[config.mk]
export PLATFORM = sky130hd
export DESIGN_NAME = ocm_amo_initiator
export DESIGN_NICKNAME = d
export VERILOG_FILES = /design/src/rtl/ocm_amo_initiator.sv
export SDC_FILE = /design/constraint.sdc
export NUM_CORES = 1
export LEC_CHECK = 0
export CAP_MARGIN = 20
export CELL_PAD_IN_SITES_DETAIL_PLACEMENT = 1
export CELL_PAD_IN_SITES_GLOBAL_PLACEMENT = 1
export CORE_UTILIZATION = 44
export DETAILED_ROUTE_END_ITERATION = 10
export PLACE_DENSITY_LB_ADDON = 0.2
export SLEW_MARGIN = 40
export SYNTH_ARGS = -nofsm -noshare
export SYNTH_HDL_FRONTEND = slang
export SYNTH_SLANG_ARGS = --single-unit
export TNS_END_PERCENT = 10
[constraint.sdc]
create_clock -name clk -period 4.75 [get_ports clk]
set_clock_uncertainty 0.1 [all_clocks]
set_input_delay 0.95 -clock clk [delete_from_list [all_inputs] [get_ports clk]]
set_output_delay 0.95 -clock clk [all_outputs]
set_load 0.02 [all_outputs]
[src/rtl/ocm_amo_initiator.sv]
// ocm_amo_initiator
// Core-side initiator for the shared OCM arbiter/BRAM. It takes one pipeline
// memory request and runs it through the OCM req/grant/done handshake. It
// supports plain loads, masked stores and read-modify-write atomics. An
// atomic holds the grant from the read to the write, so it cannot be split.
// The core is stalled through o_busy while a request is in flight.
//
// state | meaning
// ------+----------------------------------------------------------------
// IDLE  | waiting for i_valid; request fields are latched on acceptance
// REQ   | req raised, waiting for the OCM grant
// RD    | granted; the BRAM samples the read address this cycle
// CAP   | read data valid; capture old value and the AMO result (LW: done)
// WR    | write cycle with done (SW: masked wdata, AMO: full new value)
// RESP  | one-cycle ready/err pulse to the core, OCM released
module ocm_amo_initiator #(
    parameter int ADDR_BITS = 12
) (
    input  logic                 clk,
    input  logic                 nrst,
    input  logic                 i_valid,
    input  logic [3:0]           i_op,
    input  logic [ADDR_BITS-1:0] i_addr,
    input  logic [31:0]          i_wdata,
    input  logic [3:0]           i_mask,
    output logic                 o_busy,
    output logic                 o_ready,
    output logic                 o_err,
    output logic [31:0]          o_rdata,
    output logic                 o_ocm_req,
    output logic                 o_ocm_done,
    input  logic                 i_ocm_grant,
    output logic [31:0]          o_ocm_data,
    output logic [3:0]           o_ocm_dm_write,
    input  logic [31:0]          i_ocm_data,
    output logic [ADDR_BITS-1:0] o_ocm_addr
);

    localparam logic [3:0] OP_LW   = 4'd0;
    localparam logic [3:0] OP_SW   = 4'd1;
    localparam logic [3:0] OP_SWAP = 4'd2;
    localparam logic [3:0] OP_ADD  = 4'd3;
    localparam logic [3:0] OP_AND  = 4'd4;
    localparam logic [3:0] OP_OR   = 4'd5;
    localparam logic [3:0] OP_XOR  = 4'd6;
    localparam logic [3:0] OP_MIN  = 4'd7;
    localparam logic [3:0] OP_MAX  = 4'd8;
    localparam logic [3:0] OP_MINU = 4'd9;
    localparam logic [3:0] OP_MAXU = 4'd10;

    typedef enum logic [2:0] {
        S_IDLE = 3'd0,
        S_REQ  = 3'd1,
        S_RD   = 3'd2,
        S_CAP  = 3'd3,
        S_WR   = 3'd4,
        S_RESP = 3'd5
    } state_t;

    state_t                 r_state;
    state_t                 w_state_nxt;

    logic [3:0]             r_op;
    logic [ADDR_BITS-1:0]   r_addr;
    logic [31:0]            r_wdata;
    logic [3:0]             r_mask;
    logic                   r_err;
    logic [31:0]            r_new;
    logic [31:0]            r_old;
    logic [31:0]            r_rdata;

    logic                   w_legal;
    logic                   w_accept;
    logic [31:0]            w_old;
    logic [31:0]            w_new;
    logic                   w_req;
    logic                   w_done;
    logic [3:0]             w_dm_write;
    logic [31:0]            w_data;

    assign w_legal  = (i_op <= OP_MAXU);
    assign w_accept = (r_state == S_IDLE) && i_valid;

    // BRAM returns bytes in the opposite order to the core view.
    assign w_old = {i_ocm_data[7:0], i_ocm_data[15:8],
                    i_ocm_data[23:16], i_ocm_data[31:24]};

    // AMO result from the freshly read old value (A) and the operand (B).
    always_comb begin
        w_new = w_old;
        case (r_op)
            OP_SWAP: w_new = r_wdata;
            OP_ADD:  w_new = w_old + r_wdata;
            OP_AND:  w_new = w_old & r_wdata;
            OP_OR:   w_new = w_old | r_wdata;
            OP_XOR:  w_new = w_old ^ r_wdata;
            OP_MIN:  w_new = ($signed(w_old) < $signed(r_wdata)) ? w_old : r_wdata;
            OP_MAX:  w_new = ($signed(w_old) > $signed(r_wdata)) ? w_old : r_wdata;
            OP_MINU: w_new = (w_old < r_wdata) ? w_old : r_wdata;
            OP_MAXU: w_new = (w_old > r_wdata) ? w_old : r_wdata;
            default: w_new = w_old;
        endcase
    end

    // State register.
    always_ff @(posedge clk or negedge nrst) begin
        if (!nrst) begin
            r_state <= S_IDLE;
        end else begin
            r_state <= w_state_nxt;
        end
    end

    // Next-state logic. Grant is only looked at in REQ; afterwards the OCM
    // keeps it until done, so RD..WR needs no further checks.
    always_comb begin
        w_state_nxt = r_state;
        case (r_state)
            S_IDLE: begin
                if (i_valid) begin
                    w_state_nxt = w_legal ? S_REQ : S_RESP;
                end
            end
            S_REQ: begin
                if (i_ocm_grant) begin
                    w_state_nxt = (r_op == OP_SW) ? S_WR : S_RD;
                end
            end
            S_RD:    w_state_nxt = S_CAP;
            S_CAP:   w_state_nxt = (r_op == OP_LW) ? S_RESP : S_WR;
            S_WR:    w_state_nxt = S_RESP;
            S_RESP:  w_state_nxt = S_IDLE;
            default: w_state_nxt = S_IDLE;
        endcase
    end

    // OCM-side and core-side outputs decoded from the current state.
    always_comb begin
        w_req      = 1'b0;
        w_done     = 1'b0;
        w_dm_write = 4'h0;
        w_data     = 32'h0;
        o_busy     = 1'b0;
        o_ready    = 1'b0;
        o_err      = 1'b0;
        case (r_state)
            S_REQ: begin
                w_req  = 1'b1;
                o_busy = 1'b1;
            end
            S_RD: begin
                w_req  = 1'b1;
                o_busy = 1'b1;
            end
            S_CAP: begin
                w_req  = 1'b1;
                w_done = (r_op == OP_LW);
                o_busy = 1'b1;
            end
            S_WR: begin
                w_req  = 1'b1;
                w_done = 1'b1;
                o_busy = 1'b1;
                if (r_op == OP_SW) begin
                    w_dm_write = r_mask;
                    w_data     = r_wdata;
                end else begin
                    w_dm_write = 4'hF;
                    w_data     = r_new;
                end
            end
            S_RESP: begin
                o_busy  = 1'b1;
                o_ready = 1'b1;
                o_err   = r_err;
            end
            default: begin
                o_busy = 1'b0;
            end
        endcase
    end

    assign o_ocm_req      = w_req;
    assign o_ocm_done     = w_done;
    assign o_ocm_dm_write = w_dm_write;
    assign o_ocm_data     = w_data;
    assign o_ocm_addr     = w_req ? r_addr : '0;
    assign o_rdata        = r_rdata;

    // Request fields are latched once, on acceptance in IDLE.
    always_ff @(posedge clk or negedge nrst) begin
        if (!nrst) begin
            r_op    <= 4'h0;
            r_addr  <= '0;
            r_wdata <= 32'h0;
            r_mask  <= 4'h0;
            r_err   <= 1'b0;
        end else if (w_accept) begin
            r_op    <= i_op;
            r_addr  <= i_addr;
            r_wdata <= i_wdata;
            r_mask  <= i_mask;
            r_err   <= ~w_legal;
        end
    end

    // Old value and AMO result are captured while the read data is valid.
    always_ff @(posedge clk or negedge nrst) begin
        if (!nrst) begin
            r_old <= 32'h0;
            r_new <= 32'h0;
        end else if (r_state == S_CAP) begin
            r_old <= w_old;
            r_new <= w_new;
        end
    end

    // Result register only changes on entry to RESP, so it holds between ops.
    always_ff @(posedge clk or negedge nrst) begin
        if (!nrst) begin
            r_rdata <= 32'h0;
        end else if (w_state_nxt == S_RESP) begin
            case (r_state)
                S_CAP:   r_rdata <= w_old;
                S_WR:    r_rdata <= (r_op == OP_SW) ? 32'h0 : r_old;
                default: r_rdata <= 32'h0;
            endcase
        end
    end

endmodule

Word level (Yosys, flattened, before mapping)
Cells that the tools add are included.
- flip-flop bits (word level): 152
- latch bits: 0
- RAM bits: 0
- bits in read-only memories: 0
- bits of input ports: 88
- output and inout port bits: 85
- logic and storage cells: 63
- memories kept: 0
- $add $sub $neg: 1
- multiply operators: 0
- divide/modulo/power cells: 0
- magnitude comparators: 5
- equal/unequal tests: 16
- shift operators: 0
- mux-type cells: 23
- bitwise operators: 4
- reduce and logical (&&, ||, !) cells: 5
- operators with widths (operator ; number):
    one-hot mux 32 bit (9 select lines) ; 1
    2-to-1 mux 32 bit ; 7
    greater-than comparator 32 bit ; 2
    less-than comparator 32 bit ; 2
    one-hot mux 32 bit (2 select lines) ; 1
    adder 32 bit ; 1
    bitwise AND 32 bit ; 1
    bitwise OR 32 bit ; 1
    bitwise XOR 32 bit ; 1
    equality test 4 x 3 -> 1 bit, second input constant ; 4
    one-hot mux 3 bit (5 select lines) ; 1
    equality test 4 bit, second input constant ; 3
    2-to-1 mux 12 bit ; 1
    2-to-1 mux 3 bit ; 4
    equality test 3 bit, second input constant ; 3
    equality test 4 x 2 -> 1 bit, second input constant ; 2
    2-to-1 mux 4 bit ; 2
    equality test 3 x 2 -> 1 bit, second input constant ; 2
    2-to-1 mux 1 bit ; 5
    OR reduction 5 bit ; 1
    equality test 4 x 1 -> 1 bit, second input constant ; 1
    <= comparator 4 bit, second input constant ; 1
    logical NOT 4 bit ; 1
    OR reduction 4 bit ; 1
    other kinds (5) ; 5

Logic depth before layout (Yosys ltp)
- depth in word-level cells: 5
- depth in mapped cells: 13
- mapped depth without buffers: 11

Least setup slack after synthesis
No wires, ideal clock.
- path kind: input port to flip-flop
- from: input port i_ocm_data[2]
- to: register r_new[29]
- arrival time: 3.398 ns
- required time: 4.524 ns
- path slack: 1.126 ns
- stages on the path: 12
- buffers on the path: 2
- path through: inv_1 -> ha_1 -> buf_2 -> nor4_2 -> nand4_1 -> nor3_2 -> nor2_1 -> mux2i_1 -> o311ai_4 -> buf_6 -> a221o_1 -> a2bb2oi_2
- cells in the longest elaborated chain, start to end: 3
- elaborated cells on any way between the ends: 10
- ends and longest elaborated chain (element ; line ; text):
    start: declaration ; 35 ; input logic [31:0] i_ocm_data,
    greater-than comparator 32 bit (tied with other cells) ; 100 ; OP_MAXU: w_new = (w_old > r_wdata) ? w_old : r_wdata;
    2-to-1 mux 32 bit, on equally long branches ; n/a ;
    one-hot mux 32 bit (9 select lines) (*) ; 91 ; case (r_op)
    end signal: assignment ; 214 ; r_new <= w_new;
    end: declaration ; 68 ; logic [31:0] r_new;
Mark *: on every way between the ends. The rest lies on a longest branch, timed or not.
A chain may end at the register's enable or synchronous reset.

Worst setup path in the final report
- from: input port i_ocm_data[6]
- to: register r_new[23]
Same word-level chain as after synthesis.

==> run_results.csv <==
group,metric,value,unit
finish,layout_common_cells,"nand2_1, o21ai_0, clkdlybuf4s50_1",
detailed_routing,drtPass1Iterations,5,
pwr,ir_drop,0.470,mV
pwr,powerDensity,675,mW/mm2
sta,final_hold_viol_count,0,
logic_synthesis,synth_fp_nets,1537,
clocking,clk_pin_slew,0.06,ns
pwr,p_comb_frac,0.599,
worst_setup_path,crit_chain,"clkdlybuf4s50_1 > inv_1 > ha_1 > nor4_2 > nand3_1 > a21oi_1 > nor4_4 > nand2_2 > mux2i_1 > o311ai_4 > buf_12 > a221oi_1 > a21oi_1",
detailed_routing,first_iter_violations,848,
die,io-pin-count,173,
pwr,p_leak,6.12,nW
die,core_area,0.0243,mm2
sta,slew-limit-headroom,0.466,
clocking,cts_resized,0,
worst_setup_path,path_class,"in2reg",
grt,grt_overflow_total,0,
worst_setup_path,cp_num_buf_inv,3,
clocking,postCtsHoldBufs,0,
clocking,cts-root-buf,"clkbuf_16",
placement,dpl.hpwl,26.6,mm
detailed_routing,vias,11200,
clocking,clock_latency,0.45,ns
worst_setup_path,critPathMaxFanout,25,
logic_synthesis,syn-instance-count,1352,
sta,final.setup.tns,0,ns
logic_synthesis,ys_types,75,
logic_synthesis,async_reset_ff_frac,1.00,
detailed_routing,viasPerCell,5.98,
die,die_area,0.0254,mm2
detailed_routing,antenna_left,0,
pwr,p_seq_frac,0.251,
pwr,power_switching,4.56,mW
clocking,cts_buffers,17,
outcome,outcome,"completed",
die,fp-row-count,57,
clocking,cts_tree,"done",
worst_hold_path,min_path_type,"reg2reg",
finish,layout.nets,1721,
clocking,h-tree-depth,4,
worst_setup_path,crit_top_cell,"a21oi_1",
logic_synthesis,ys_seq_elements,152,
pwr,power_frac_clock,0.150,
sta,timing.fmax,0.228,GHz
worst_setup_path,critPathLaunchType,"primary input",
die,chipHeight,159,um
logic_synthesis,synth_top_area_cell,"dfrtp_1",
logic_synthesis,yosys_warnings,0,
grt,grt_pass1_wl,64.8,mm
die,dieWidth,159,um
logic_synthesis,syn_area,0.0109,mm2
finish,drive_gt1_frac,0.108,
sta,hold-worst-slack,0.375,ns
clocking,clock_sinks,152,
pwr,swShare,0.483,
grt,track_usage,0.322,
logic_synthesis,synth_area_per_cell,8.05,um2
grt,antenna_found_initial,0,
die,initial_core_util,0.448,
detailed_routing,wl,39.9,mm
clocking,ctsLongestPathBuffers,2,
grt,grt_pass1_vias,12000,
finish,final_area,0.0140,mm2
finish,area_growth,28.5,%
run,drv_cap,0,
sta,worst_pin_slew,0.797,ns
worst_setup_path,path_delay_family,"compound AO/OA/AOI/OAI gates",
placement,placed_cell_area,0.0134,mm2
logic_synthesis,synth_top_area_frac,0.349,
worst_setup_path,critPathSlowestCell,"nor4_2",
sta,setup_violations,0,
logic_synthesis,synth_area_leaders,"dfrtp_1, ha_1, o21ai_0, nand2_1, a21oi_1",
finish,final_common_cell,"nand2_1",
sta,rsz0062_at_grt,"false",
logic_synthesis,ys_seq_area_frac,0.349,
clocking,post_cts_buffers,0,
grt,grt_max_degree,89,
detailed_routing,drc_errors,0,
placement,io_buffer_count,172,
worst_setup_path,crit_arrival,4.58,ns
sta,slew_viol_final,0,
finish,antenna_cells,0,
logic_synthesis,synth-edff-count,0,
sta,min_period,4.38,ns
sta,timing.final.crit_share,0.922,
placement,place_congestion,0.912,
pwr,p_int,4.89,mW
pwr,total_power,9.45,mW
worst_setup_path,crit_path_max_incr_delay,0.53,ns
detailed_routing,wl_per_cell,21.3,um
worst_setup_path,endpoint_kind,"register",
logic_synthesis,synth_ff_type,"dfrtp_1",
worst_setup_path,crit_required,4.95,ns
per-layer routing:
metal,wire (um),GRT usage,up-vias
li1,-,-,5109
met5,0,0,-
met3,2430,0.0485,108
met1,17500,0.424,5544
met2,18600,0.530,444
met4,1290,0.128,0
registers in the layout, indices dropped and copies added, names as in the netlist:
signal and flops:
o_rdata 32, r_addr 12, r_err 1, r_mask 4, r_new 32, r_old 32
r_op 4, r_state 3, r_wdata 32
layout make-up:
cell class | instances | area, um2
inverter | 82 | 308
fill | 2914 | 10300
clock buffer | 20 | 447
sequential | 152 | 3800
clock inverter | 12 | 139
tap | 324 | 405
multi-input combinational | 1026 | 6460
timing repair buffer | 257 | 2430
tightest hold or removal path, delay by kind of cell (launching register included):
kind	cells	cell delay, ns
AOI/OAI and AO/OA	1	0.06
and+or+nand+nor	1	0.05
DFF	1	0.34
per-stage QoR:
| step | std cells | util | setup WS [ns] |
|---|---|---|---|
| final | 1873 | 0.575 | 0.369 |
| after global routing | 1873 | 0.575 | 0.124 |
| after CTS | 1873 | 0.575 | 0.436 |
| after detailed placement | 1841 | 0.551 | 0.109 |
| after global placement | 1840 | 0.549 | 0.137 |
| after floorplan | 1352 | - | 1.13 |
final timing paths:
kind                                from           to  slack [ns]  cells past startpoint
min in group asynchronous           nrst   o_rdata[9]        0.41                      1
hold reg to reg              o_rdata[12]  o_rdata[12]        0.38                      2
setup reg to reg             r_wdata[30]    r_new[23]        0.97                     12
hold / removal               o_rdata[12]  o_rdata[12]        0.38                      2
setup / recovery           i_ocm_data[6]    r_new[23]        0.37                     13
max in group asynchronous           nrst  r_wdata[28]        3.32                      2
power groups by stage:
stage,sequential (mW),clock [mW],combinational (mW)
after floorplan,2.35,0,3.33
after global placement,2.33,0,5.31
after detailed placement,2.37,0,5.51
after CTS,2.36,1.44,5.60
after global routing,2.46,1.48,6.13
final,2.37,1.42,5.66
synth_stat cells (7+ instances only):
library cell,instances
a211oi_1,10
a21o_1,20
a21oi_1,115
a221oi_1,25
a22oi_1,42
a31oi_1,14
and2_1,17
buf_2,11
clkbuf_1,73
dfrtp_1,152
ha_1,96
inv_1,81
mux2_2,21
nand2_1,226
nand3_1,27
nor2_1,76
nor2b_1,12
nor3_1,12
o2111ai_1,8
o211ai_1,7
o21ai_0,179
o21ai_1,8
o21bai_1,8
o31ai_1,7
xnor2_1,9
cells by family (layout without fill, tap and decap cells):
| group | count (synthesis) | count (layout) | share of synthesized area |
|---|---|---|---|
| buffers and inverters | 174 | 371 | 0.0626 |
| adders and majority gates | 97 | 97 | 0.112 |
| muxes | 26 | 26 | 0.0267 |
| xor gates and xnor gates | 10 | 10 | 0.00804 |
| DFF | 152 | 152 | 0.349 |
| and+or+nand+nor | 409 | 409 | 0.167 |
| AOI/OAI and AO/OA | 484 | 484 | 0.275 |
No activity file was read; power rests on OpenSTA's default activity.
